**src/rtl/adder_arbiter.sv**
```systemverilog
// Two-requester round-robin front end for a shared combinational 32-bit adder.
// Holds one registered result at a time and counts the results that are consumed.
module adder_arbiter #(
  parameter int unsigned DATA_W    = 32,
  parameter int unsigned PRIO_INIT = 0
) (
  input  logic              clk_i,
  input  logic              rst_i,
  input  logic              req0_valid_i,
  input  logic [DATA_W-1:0] req0_src1_i,
  input  logic [DATA_W-1:0] req0_src2_i,
  output logic              req0_ready_o,
  input  logic              req1_valid_i,
  input  logic [DATA_W-1:0] req1_src1_i,
  input  logic [DATA_W-1:0] req1_src2_i,
  output logic              req1_ready_o,
  output logic [DATA_W-1:0] add_src1_o,
  output logic [DATA_W-1:0] add_src2_o,
  input  logic [DATA_W-1:0] add_sum_i,
  output logic              res_valid_o,
  input  logic              res_ready_i,
  output logic [DATA_W-1:0] res_sum_o,
  output logic              res_id_o,
  output logic [15:0]       ops_cnt_o
);

  localparam logic PrioInit = PRIO_INIT[0];

  typedef enum logic {StEmpty, StFull} state_e;

  state_e state_q;
  logic   last_grant_q;
  logic   grant;
  logic   can_accept;
  logic   accept;
  logic   consume;

  // Tie goes to whoever did not win last; a lone requester always wins.
  always_comb begin
    grant = 1'b0;
    if (req0_valid_i && req1_valid_i) begin
      grant = ~last_grant_q;
    end else if (req1_valid_i) begin
      grant = 1'b1;
    end
  end

  always_comb begin
    add_src1_o = '0;
    add_src2_o = '0;
    if (req0_valid_i || req1_valid_i) begin
      add_src1_o = grant ? req1_src1_i : req0_src1_i;
      add_src2_o = grant ? req1_src2_i : req0_src2_i;
    end
  end

  // Gating with rst_i keeps both readies low for the whole reset window.
  assign can_accept   = rst_i & ((state_q == StEmpty) | res_ready_i);
  assign req0_ready_o = can_accept & ~grant & req0_valid_i;
  assign req1_ready_o = can_accept &  grant & req1_valid_i;
  assign accept       = req0_ready_o | req1_ready_o;
  assign consume      = (state_q == StFull) & res_ready_i;

  always_ff @(posedge clk_i) begin
    if (!rst_i) begin
      state_q      <= StEmpty;
      res_valid_o  <= 1'b0;
      res_sum_o    <= '0;
      res_id_o     <= 1'b0;
      ops_cnt_o    <= '0;
      last_grant_q <= ~PrioInit;
    end else begin
      if (consume) begin
        ops_cnt_o <= ops_cnt_o + 16'd1;
      end
      if (accept) begin
        state_q      <= StFull;
        res_valid_o  <= 1'b1;
        res_sum_o    <= add_sum_i;
        res_id_o     <= grant;
        last_grant_q <= grant;
      end else if (consume) begin
        state_q     <= StEmpty;
        res_valid_o <= 1'b0;
      end
    end
  end

endmodule

```
**config.mk**
```make
export PLATFORM = sky130hd
export DESIGN_NAME = adder_arbiter
export DESIGN_NICKNAME = d
export VERILOG_FILES = /design/src/rtl/adder_arbiter.sv
export SDC_FILE = /design/constraint.sdc
export NUM_CORES = 1
export LEC_CHECK = 0
export ABC_AREA = 1
export ABC_CLOCK_PERIOD_IN_PS = 1400
export BUFFER_PORTS_ARGS = -buffer_cell sky130_fd_sc_hd__buf_2
export CAP_MARGIN = 0
export CORE_MARGIN = 8
export CORE_UTILIZATION = 34
export CTS_CLUSTER_SIZE = 14
export DETAILED_ROUTE_END_ITERATION = 8
export HOLD_SLACK_MARGIN = 0.02
export PLACE_DENSITY = 0.78
export SKIP_LAST_GASP = 1
export SLEW_MARGIN = 25
export SYNTH_ARGS = -nofsm -noshare
export SYNTH_HDL_FRONTEND = slang
export SYNTH_SLANG_ARGS = --single-unit
```
**constraint.sdc**
```tcl
create_clock -name clk_i -period 1.4 [get_ports clk_i]
set_input_delay 0.07 -clock clk_i [delete_from_list [all_inputs] [get_ports clk_i]]
set_output_delay 0.07 -clock clk_i [all_outputs]
set_load 0.01 [all_outputs]
```
== Word-level counts from Yosys, hierarchy flattened ==
Index checks and enable logic that the tools add are counted.

* Register bits: 51
* Latch bits: 0
* Bits in writable memories: 0
* ROM bits: 0
* Bits of input ports: 165
* Output and inout bits: 116
* Logic and storage cells: 28
* Memories kept: 0

* Add/sub/neg operators: 1
* Multipliers: 0
* Divide/modulo/power cells: 0
* Order comparisons: 0
* Equality and inequality tests: 0
* Shift-type cells: 0
* Muxes and demuxes: 8
* Bitwise gates (word level): 11
* Reduce and logical (&&, ||, !) cells: 3

{| class="wikitable"
|+ Operator list
! kind !! number
|-
| 32-bit two-way mux || 4
|-
| 16-bit by 1-bit adder with 16-bit output (second input constant) || 1
|-
| 1-bit AND || 6
|-
| 1-bit two-way mux || 4
|-
| 1-bit NOT || 3
|-
| 1-bit OR || 2
|-
| 2-bit nonzero test || 1
|-
| 1-bit logical AND || 1
|-
| 1-bit logical OR || 1
|}

== Logic depth before layout (Yosys ltp) ==
Gate-level depths: netlist of the first run.

* Word-level depth: 7
* Depth in mapped cells: 8
* Gate-level depth less buffers: 7

== Worst setup path after synthesis of the first run ==
OpenSTA, ideal clock, no wires.

* Path type: reg2reg
* Start: reg ops_cnt_o[0]
* End: reg ops_cnt_o[12]
* Library setup time: 0.113 ns
* Data arrival time: 1.103 ns
* Path slack: 0.184 ns
* Stages on the path, launching flop included: 7
* Cells stage by stage: dfxtp_1 > ha_1 > nand3_2 > nor2_2 > nand4_1 > nor2_1 > nor2_1

* Cells in the longest elaborated chain, start to end: 1

{| class="wikitable"
|+ RTL lines
! element !! line !! RTL
|-
| start: declaration || 24 || <nowiki>output logic [15:0] ops_cnt_o</nowiki>
|-
| start signal: assignment || 74 || <nowiki>ops_cnt_o <= ops_cnt_o + 16'd1;</nowiki>
|-
| 16-bit by 1-bit adder with 16-bit output || 74 ||
|}

No other way between the ends.
A chain may end at the register's enable or synchronous reset.

== Final worst setup path of the first run ==
* Start: reg last_grant_q
* End: out add_src1_o[24]

* Cells in the longest elaborated chain, start to end: 4

{| class="wikitable"
|+ RTL lines
! element !! line !! RTL
|-
| start: declaration || 32 || <nowiki>logic last_grant_q;</nowiki>
|-
| start signal: assignment || 71 || <nowiki>last_grant_q <= ~PrioInit;</nowiki>
|-
| start signal: assignment || 81 || <nowiki>last_grant_q <= grant;</nowiki>
|-
| 1-bit NOT || 42 || <nowiki>grant = ~last_grant_q;</nowiki>
|-
| 1-bit two-way mux || 41 || <nowiki>if (req0_valid_i && req1_valid_i) begin</nowiki>
|-
| 32-bit two-way mux || 52 || <nowiki>add_src1_o = grant ? req1_src1_i : req0_src1_i;</nowiki>
|-
| 32-bit two-way mux || 51 || <nowiki>if (req0_valid_i || req1_valid_i) begin</nowiki>
|-
| end: declaration || 17 || <nowiki>output logic [DATA_W-1:0] add_src1_o,</nowiki>
|}

No other way between the ends.

==> results of run 1 <==
[sequential cells by signal, indices dropped and copies added (netlist names)]
signal,count
last_grant_q,1
state_q,1
res_sum_o,32
ops_cnt_o,16
res_id_o,1
[cell families (layout without fill, tap and decap cells)]
logic type,Yosys count,after routing,share of synthesized area
and+or+nand+nor,349,349,0.471
buffers and inverters,53,358,0.0852
DFF,51,51,0.327
AOI/OAI and AO/OA,48,48,0.110
adders and majority gates,1,1,0.00400
xor gates and xnor gates,1,1,0.00280
other,0,2,0
[synth_stat cells, types with 2 or more instances]
cell type	count	share of area
a21oi_1	8	0.013
buf_1	4	0.0048
buf_2	10	0.016
buf_6	5	0.018
clkbuf_1	12	0.014
dfxtp_1	51	0.33
inv_1	18	0.022
inv_2	2	0.0024
nand2_1	220	0.26
nand2_2	12	0.024
nand3_1	70	0.11
nand4_1	6	0.012
nor2_1	33	0.040
nor2_2	3	0.0060
o21ai_0	9	0.014
o21ai_1	3	0.0048
o21ai_2	27	0.076
[metal layers]
layer	routed length [µm]	vias up
li1	-	2214
met1	5830	1964
met2	7130	183
met3	1470	21
met4	227	0
met5	0	-
[layout by cell type (no fill, tap or decap), drive strengths merged]
cell type      n
inv           22
nand2b         1
nand3         71
o21ai         39
nor2          37
nor3           2
diode          2
clkbuf         7
dfxtp         51
a21oi          8
nand2        232
xor2           1
o21bai         1
buf          296
dlygate4sd3   32
ha             1
nand4          6
clkinv         1
[power by group through the flow]
stage	clock network (mW)	logic (mW)	registers, mW
final	0.958	1.37	1.60
after global routing	1.03	1.49	1.61
after CTS	0.957	1.33	1.59
after detailed placement	0	1.23	1.62
after global placement	0	1.21	1.62
after floorplan	0	0.569	1.67
[what timing repair did]
item,CTS,global route
cloned,1,2
setup endpoints to repair,66,68
hold endpoints to repair,32,0
gates resized for setup,7,9
hold buffers,32,0
pin swaps,0,1
[worst reg2reg max path, delay by kind of cell, from the launching register on]
family | cells | cell delay [ns]
fa+ha+maj | 1 | 0.19
flops | 1 | 0.41
simple gates | 5 | 0.62
[through the flow]
step,hold slack (ns),cells,setup TNS (ns),setup slack [ns]
6_report,0.103,921,-0.743,-0.0522
5_1_grt,0.127,920,-6.30,-0.156
4_1_cts,0.0978,917,-3.26,-0.0991
3_5_place_dp,0.274,876,0,0.0904
3_3_place_gp,0.269,876,0,0.173
2_1_floorplan,0.173,503,0,0.184
[final cells by class]
class                   count  area (µm²)  area share
clock buffers               5        68.8      0.0131
flip-flops and latches     51        1020       0.195
inverters                  20        82.6      0.0158
well taps                 111         139      0.0265
repair buffers            330        2010       0.384
multi-input cells         399        1880       0.358
clock inverters             3        33.8     0.00645
diodes                      2        5.00    0.000955
[worst max path at each step]
stage                                end  slack, ns  depth (start not counted)
after floorplan            ops_cnt_o[12]       0.18                          6
after global routing      add_src1_o[29]      -0.16                          6
after detailed placement   ops_cnt_o[12]       0.09                          7
final                     add_src1_o[24]      -0.05                          7
after CTS                 add_src2_o[28]       -0.1                          6
after global placement     ops_cnt_o[14]       0.17                          6
==> impl_metrics.py, run 1 <==
metrics = {
    "run_status": {
        "status": "complete, but fails checks",
        "violations": "negative setup slack",
    },
    "layout": {
        "drive_above_1_share": 0.442,
        "fin_util": 0.578,
        "areaGrowthSynthToFinish_pct": 67.6,
        "fin_nets": 973,
        "fillers": 866,
        "fin_area_um2": 5240,
    },
    "route": {
        "drc": 0,
        "wire_per_inst_um": 15.9,
        "drtIter0Drc": 268,
        "ant_nets": 0,
        "wl_um": 14700,
        "drt_first_pass_iters": 4,
        "vias": 4382,
        "vias_per_cell": 4.76,
    },
    "clock_network": {
        "clk_path_buf_depth": 2,
        "post_cts_buffers": 0,
        "cts-root-buf": "clkbuf_8",
        "htree_levels": 2,
        "cts_made_buffers": 5,
        "clock_sinks": 51,
        "clk_latency_ns": 0.32,
        "path_clk_slew_ns": 0.11,
        "cts_tree": "built",
    },
    "floorplanning": {
        "core-area_um2": 9060,
        "ios": 281,
        "die_area_um2": 12500,
        "die_h_um": 112,
        "chipWidth_um": 112,
        "placementRows": 35,
        "initial_core_util": 0.345,
    },
    "global_route": {
        "grt_pass1_wl_um": 22400,
        "top_usage_layer": "met2",
        "grt_use_met3": 0.0866,
        "grtUsageTotal": 0.218,
        "antenna_found_initial": 1,
        "grt_pass1_vias": 4243,
        "use_met1": 0.251,
        "met2_usage": 0.370,
        "grt-ovfl-total": 0,
        "grt_max_degree": 61,
    },
    "setup_path": {
        "cp_slowest_stage_delay_ns": 0.35,
        "worstSetupPathType": "reg2out",
        "critPathTopFamily": "buffers and inverters",
        "cp-start-kind": "flip-flop",
        "r2r-start": "ops_cnt_o[0]",
        "crit_slowest_cell": "dfxtp_2",
        "startpoint": "last_grant_q",
        "r2r_cells": 6,
        "r2r-end": "ops_cnt_o[10]",
        "path_buf_inv": 3,
        "crit_chain": "nand2_4, nand2_8, inv_8, buf_12, nand2_1, nand2_1, buf_2",
        "r2r_slack_ns": 0.10,
        "crit_top_cell": "nand2_1",
        "end_kind": "output pin",
        "arrival_ns": 1.38,
        "crit_fanout": 17,
        "crit_required_ns": 1.33,
    },
    "sta": {
        "hold_violations": 0,
        "setup_ws_ns": -0.0522,
        "fin_crit_sh": 1.04,
        "worst_pin_slew_ns": 0.264,
        "skew_ns": 0.0187,
        "maxSlewHeadroom": 0.824,
        "fmax_ghz": 0.689,
        "setup_viol": 47,
        "rsz0062_at_grt": "true",
        "layout_min_cycle_time_ns": 1.45,
        "report.final.slew_viol_count": 0,
    },
    "placed_design": {
        "routabilityCongestion": 0.932,
        "portBuffers": 280,
        "dpl_cell_area_um2": 4680,
        "place.detailed.hpwl_um": 10800,
    },
    "hold_path": {
        "min_to": "ops_cnt_o[1]",
        "hp-start": "res_ready_i",
        "hp-class": "in2reg",
        "hold_depth": 3,
    },
    "synthesis": {
        "yosysWarningCount": 0,
        "synth-edff-count": 0,
        "syn-num-nets": 669,
        "synth_seq_area_share": 0.327,
        "synth_cell_types": 27,
        "ys_seq_elements": 51,
        "synth_area_um2": 3130,
        "synthArstFlopShare": 0,
        "syn_area_per_cell_um2": 6.22,
        "ys.flop_type": "dfxtp_1",
        "syn_inst": 503,
    },
    "pwr": {
        "p_int_mw": 2.57,
        "ir_drop_mv": 0.622,
        "p_clk_frac": 0.244,
        "p_leak_nw": 2.93,
        "swShare": 0.346,
        "finalPower_mw": 3.93,
        "p_sw_mw": 1.36,
        "p_per_area_nw_per_um2": 749,
        "seqPwrFrac": 0.407,
        "combPwrFrac": 0.349,
    },
    "flow_run": {
        "drv_cap": 0,
    },
}
Note: power is estimated with default switching activity, not from simulation.
==> run 2: changes to the inputs <==
==> constraint.sdc (replaced) <==
create_clock -name clk_i -period 1.4 [get_ports clk_i]
set_input_delay 0.07 -clock clk_i [delete_from_list [all_inputs] [get_ports clk_i]]
set_output_delay 0.07 -clock clk_i [all_outputs]
set_load 0.05 [all_outputs]
==> impl_metrics.py, run 2 (same netlist as run 1, synthesis figures left out) <==
metrics = {
    "sta": {
        "fin_crit_sh": 1.07,
        "setup_ws_ns": -0.0997,
        "maxSlewHeadroom": 0.793,
        "fmax_ghz": 0.667,
        "layout_min_cycle_time_ns": 1.50,
        "worst_pin_slew_ns": 0.310,
        "rsz0062_at_grt": "true",
        "report.final.slew_viol_count": 0,
        "hold_violations": 0,
        "fin_hold_ws_ns": 0.111,
        "setup_viol": 64,
        "setup-tns-final_ns": -4.23,
        "skew_ns": 0.0127,
    },
    "floorplanning": {
        "die_h_um": 112,
        "ios": 281,
        "die_area_um2": 12500,
        "initial_core_util": 0.345,
        "placementRows": 35,
        "core-area_um2": 9060,
        "chipWidth_um": 112,
    },
    "setup_path": {
        "arrival_ns": 1.43,
        "crit_fanout": 22,
        "r2r_cells": 6,
        "end_kind": "output pin",
        "crit_required_ns": 1.33,
        "cp_slowest_stage_delay_ns": 0.36,
        "crit_slowest_cell": "dfxtp_2",
        "cp-start-kind": "flip-flop",
        "worstSetupPathType": "reg2out",
        "crit_chain": "nand2_4, nand2_8, buf_12, nand3_1, nand2_2, buf_8",
    },
    "clock_network": {
        "clk_latency_ns": 0.30,
        "cts_made_buffers": 5,
        "htree_levels": 2,
        "cts_tree": "built",
        "path_clk_slew_ns": 0.10,
        "clock_sinks": 51,
        "cts-root-buf": "clkbuf_8",
        "clk_path_buf_depth": 2,
    },
    "pwr": {
        "seqPwrFrac": 0.310,
        "p_per_area_nw_per_um2": 891,
        "p_clk_frac": 0.210,
        "swShare": 0.416,
        "p_int_mw": 3.02,
        "p_sw_mw": 2.16,
        "combPwrFrac": 0.480,
        "p_leak_nw": 3.09,
        "ir_drop_mv": 0.694,
    },
    "route": {
        "drc": 0,
        "wire_per_inst_um": 17.5,
        "vias_per_cell": 4.98,
        "drt_first_pass_iters": 6,
        "ant_nets": 0,
        "wl_um": 16200,
        "vias": 4623,
        "drtIter0Drc": 429,
    },
    "placed_design": {
        "place.detailed.hpwl_um": 10900,
        "routabilityCongestion": 0.921,
        "portBuffers": 280,
    },
    "layout": {
        "mostFrequentLayoutCell": "buf_2",
        "final_cell_mix": "buf_2 (214), nand2_1 (211), nand3_1 (69)",
        "largest_register_ffs": 32,
        "drive_above_1_share": 0.469,
        "reg_top3": "res_sum_o: 32 flops, ops_cnt_o: 16 flops",
        "fin_nets": 978,
        "regMostFlops": "res_sum_o",
        "areaGrowthSynthToFinish_pct": 86.0,
    },
    "hold_path": {
        "hp-class": "in2reg",
        "hold_depth": 3,
    },
    "global_route": {
        "grtUsageTotal": 0.240,
        "grt-ovfl-total": 0,
        "grt_max_degree": 67,
        "grt_pass1_vias": 4520,
        "grt_pass1_wl_um": 24200,
        "antenna_found_initial": 8,
    },
    "run_status": {
        "status": "complete, but fails checks",
        "violations": "negative setup slack",
    },
    "flow_run": {
        "drv_cap": 0,
    },
}
==> run 2: cell count changes in the layout (fill, tap and decap cells not counted), moves of 3 or more <==
| cell | delta |
|---|---|
| nand2_1 | -7 |
| buf_2 | -65 |
| dfxtp_2 | +10 |
| dfxtp_1 | -10 |
| nand2_2 | +7 |
| diode_2 | +3 |
| buf_6 | +65 |
==> run 2: final cells by class <==
cell class	instances	area, µm²
multi-input cells	399	1900
repair buffers	335	2520
clock inverters	2	38.8
inverters	20	87.6
flip-flops and latches	51	1030
well taps	111	139
diodes	5	12.5
fillers	772	3250
clock buffers	6	82.6
==> run 2: worst max-delay path, delay by kind of cell, from the launching register on <==
family	cells	cell delay [ns]
buffers and inverters	2	0.33
DFF	1	0.36
and+or+nand+nor	4	0.43
==> run 2: power groups by stage <==
| stage | clock, mW | combinational (mW) | sequential [mW] |
|---|---|---|---|
| detailed placement | 0 | 2.01 | 1.63 |
| floorplan | 0 | 1.08 | 1.95 |
| finish | 1.09 | 2.49 | 1.60 |
| CTS | 1.12 | 2.42 | 1.60 |
| global placement | 0 | 1.99 | 1.63 |
| global route | 1.18 | 2.60 | 1.61 |
==> run 2: per-layer routing <==
layer | vias to the layer above | global-route usage | part of all wire
met5 | - | 0 | 0.0039
met4 | 10 | 0.0857 | 0.035
met3 | 60 | 0.112 | 0.12
met2 | 252 | 0.401 | 0.48
li1 | 2227 | - | -
met1 | 2074 | 0.260 | 0.37
==> run 2: path summary, 6_finish.rpt <==
path	start	endpoint	slack, ns
worst max-delay path	last_grant_q	add_src2_o[4]	-0.1
worst min-delay path	res_ready_i	ops_cnt_o[1]	0.11
worst max register to register	ops_cnt_o[0]	ops_cnt_o[4]	0.09
worst min register to register	ops_cnt_o[6]	ops_cnt_o[6]	0.46
==> run 2: repair_timing <==
item                                   CTS  global route
hold buffers                            32             0
cloned                                   4             1
setup buffers                            2             4
setup endpoints to repair               64            68
endpoints found under the hold margin   32             0
resized for setup                      147            16
pin swaps                                4             8
==> run 2: metrics by stage <==
| step | std cells | setup WS, ns | cell area, µm² | power (mW) | util |
|---|---|---|---|---|---|
| 2_1_floorplan | 503 | 0.0107 | 3140 | 3.03 | - |
| 3_3_place_gp | 874 | 0.126 | 4670 | 3.62 | 0.515 |
| 3_5_place_dp | 874 | 0.0896 | 4670 | 3.64 | 0.515 |
| 4_1_cts | 920 | -0.141 | 5710 | 5.14 | 0.630 |
| 5_1_grt | 926 | -0.172 | 5810 | 5.39 | 0.641 |
| 6_report | 929 | -0.0997 | 5820 | 5.18 | 0.642 |
==> run 3: changes to the inputs <==
CTS_CLUSTER_DIAMETER = 200   (was default)
SKIP_LAST_GASP = default   (was 1)
==> impl_metrics.py, run 3 (same netlist as run 1, synthesis figures left out) <==
metrics = {
    "clock_network": {
        "clk_path_buf_depth": 2,
        "cts_tree": "built",
        "clock_sinks": 51,
        "cts-root-buf": "clkbuf_8",
        "htree_levels": 2,
        "cts_made_buffers": 5,
        "path_clk_slew_ns": 0.10,
        "clk_latency_ns": 0.31,
    },
    "pwr": {
        "p_clk_frac": 0.213,
        "swShare": 0.420,
        "p_sw_mw": 2.18,
        "p_per_area_nw_per_um2": 892,
        "p_leak_nw": 3.06,
        "ir_drop_mv": 0.636,
        "p_int_mw": 3.02,
        "combPwrFrac": 0.479,
        "seqPwrFrac": 0.309,
    },
    "layout": {
        "fin_util": 0.643,
        "largest_register_ffs": 32,
        "mostFrequentLayoutCell": "buf_2",
        "fin_nets": 976,
        "drive_above_1_share": 0.499,
        "areaGrowthSynthToFinish_pct": 86.4,
        "reg_top3": "res_sum_o: 32 flops, ops_cnt_o: 16 flops",
        "regMostFlops": "res_sum_o",
        "final_cell_mix": "buf_2 (214), nand2_1 (184), nand3_1 (70)",
    },
    "global_route": {
        "antenna_found_initial": 7,
        "grt-ovfl-total": 0,
        "grt_max_degree": 67,
        "grt_pass1_vias": 4492,
        "grtUsageTotal": 0.236,
        "grt_pass1_wl_um": 23900,
    },
    "setup_path": {
        "arrival_ns": 1.47,
        "startpoint": "last_grant_q",
        "crit_fanout": 11,
        "cp-start-kind": "flip-flop",
        "r2r-start": "ops_cnt_o[0]",
        "cp_slowest_stage_delay_ns": 0.36,
        "r2r_slack_ns": 0.09,
        "crit_slowest_cell": "dfxtp_2",
        "worstSetupPathType": "reg2out",
        "r2r_cells": 6,
        "crit_chain": "nand2_4, nand2_8, clkinv_8, buf_16, nand2_1, nand2_2, buf_6",
        "end_kind": "output pin",
        "crit_required_ns": 1.33,
        "r2r-end": "ops_cnt_o[4]",
        "endpoint": "add_src2_o[7]",
    },
    "route": {
        "vias_per_cell": 4.99,
        "wl_um": 16300,
        "wire_per_inst_um": 17.6,
        "ant_nets": 0,
        "drt_first_pass_iters": 8,
        "vias": 4623,
        "drtIter0Drc": 423,
        "drc": 0,
    },
    "placed_design": {
        "place.detailed.hpwl_um": 10900,
        "portBuffers": 280,
        "routabilityCongestion": 0.921,
        "pre_cts_ws_ns": 0.0896,
    },
    "sta": {
        "worst_pin_slew_ns": 0.304,
        "maxSlewHeadroom": 0.797,
        "hold_violations": 0,
        "setup-tns-final_ns": -3.88,
        "rsz0062_at_grt": "true",
        "skew_ns": 0.0216,
        "fmax_ghz": 0.649,
        "fin_crit_sh": 1.10,
        "setup_ws_ns": -0.142,
        "setup_viol": 64,
        "report.final.slew_viol_count": 0,
        "layout_min_cycle_time_ns": 1.54,
    },
    "flow_run": {
        "drv_cap": 0,
    },
    "floorplanning": {
        "chipWidth_um": 112,
        "core-area_um2": 9060,
        "initial_core_util": 0.345,
        "die_area_um2": 12500,
        "placementRows": 35,
        "ios": 281,
        "die_h_um": 112,
    },
    "hold_path": {
        "hp-class": "in2reg",
    },
    "run_status": {
        "violations": "negative setup slack",
        "status": "complete, but fails checks",
    },
}
[run 3: cell count changes in the layout (fill, tap and decap cells not counted), sizes merged]
| cell | previous run | this run |
|---|---|---|
| buf | 302 | 301 |
| clkbuf | 7 | 6 |
[run 3: final cells by class]
class | instances | area (µm²)
Fill cell | 770 | 3240
Timing Repair Buffer | 333 | 2470
Multi-Input combinational cell | 399 | 1960
Sequential cell | 51 | 1030
Tap cell | 111 | 139
Inverter | 20 | 87.6
Clock buffer | 6 | 82.6
Clock inverter | 2 | 38.8
Antenna cell | 5 | 12.5
[run 3: layer usage]
metal	GRT usage	up-vias	wire length, µm	part of all wire
met3	0.111	50	1920	0.12
met2	0.397	269	7930	0.49
met5	0	-	51	0.0031
met1	0.257	2070	5930	0.36
met4	0.0757	8	439	0.027
li1	-	2226	-	-
[run 3: what timing repair did]
item,in CTS,in global routing
setup buffers,2,3
hold buffers,32,0
pin swaps,4,4
endpoints found under the hold margin,32,0
setup endpoints to repair,64,68
gates cloned,4,0
gates resized for setup,151,35
[run 3: worst min-delay path by stage]
stage	from	endpoint	slack [ns]	cells past startpoint
finish	res_ready_i	ops_cnt_o[1]	0.11	3
global route	res_ready_i	ops_cnt_o[1]	0.13	3
CTS	res_ready_i	ops_cnt_o[1]	0.10	3
detailed placement	add_sum_i[13]	res_sum_o[13]	0.27	3
global placement	add_sum_i[12]	res_sum_o[12]	0.27	3
floorplan	add_sum_i[10]	res_sum_o[10]	0.17	2
[run 3: critical path: cells and delay by family, from the launching register on]
kind | cells | cell delay [ns]
and+or+nand+nor | 4 | 0.38
DFF | 1 | 0.36
buffers and inverters | 3 | 0.42
[run 3: per-stage QoR]
step                      cell area, µm²  instances  total power [mW]  hold slack (ns)
after floorplan                     3140        503              3.03            0.173
after global placement              4670        874              3.62            0.270
after detailed placement            4670        874              3.64            0.273
after CTS                           5720        920              5.15            0.103
after global routing                5820        924              5.39            0.128
final                               5830        927              5.20            0.111
[run 3: power by group through the flow]
stage	clock network (mW)	logic (mW)	registers, mW
after floorplan	0	1.08	1.95
after global placement	0	1.99	1.63
after detailed placement	0	2.01	1.63
after CTS	1.12	2.43	1.60
after global routing	1.18	2.60	1.61
final	1.11	2.49	1.60
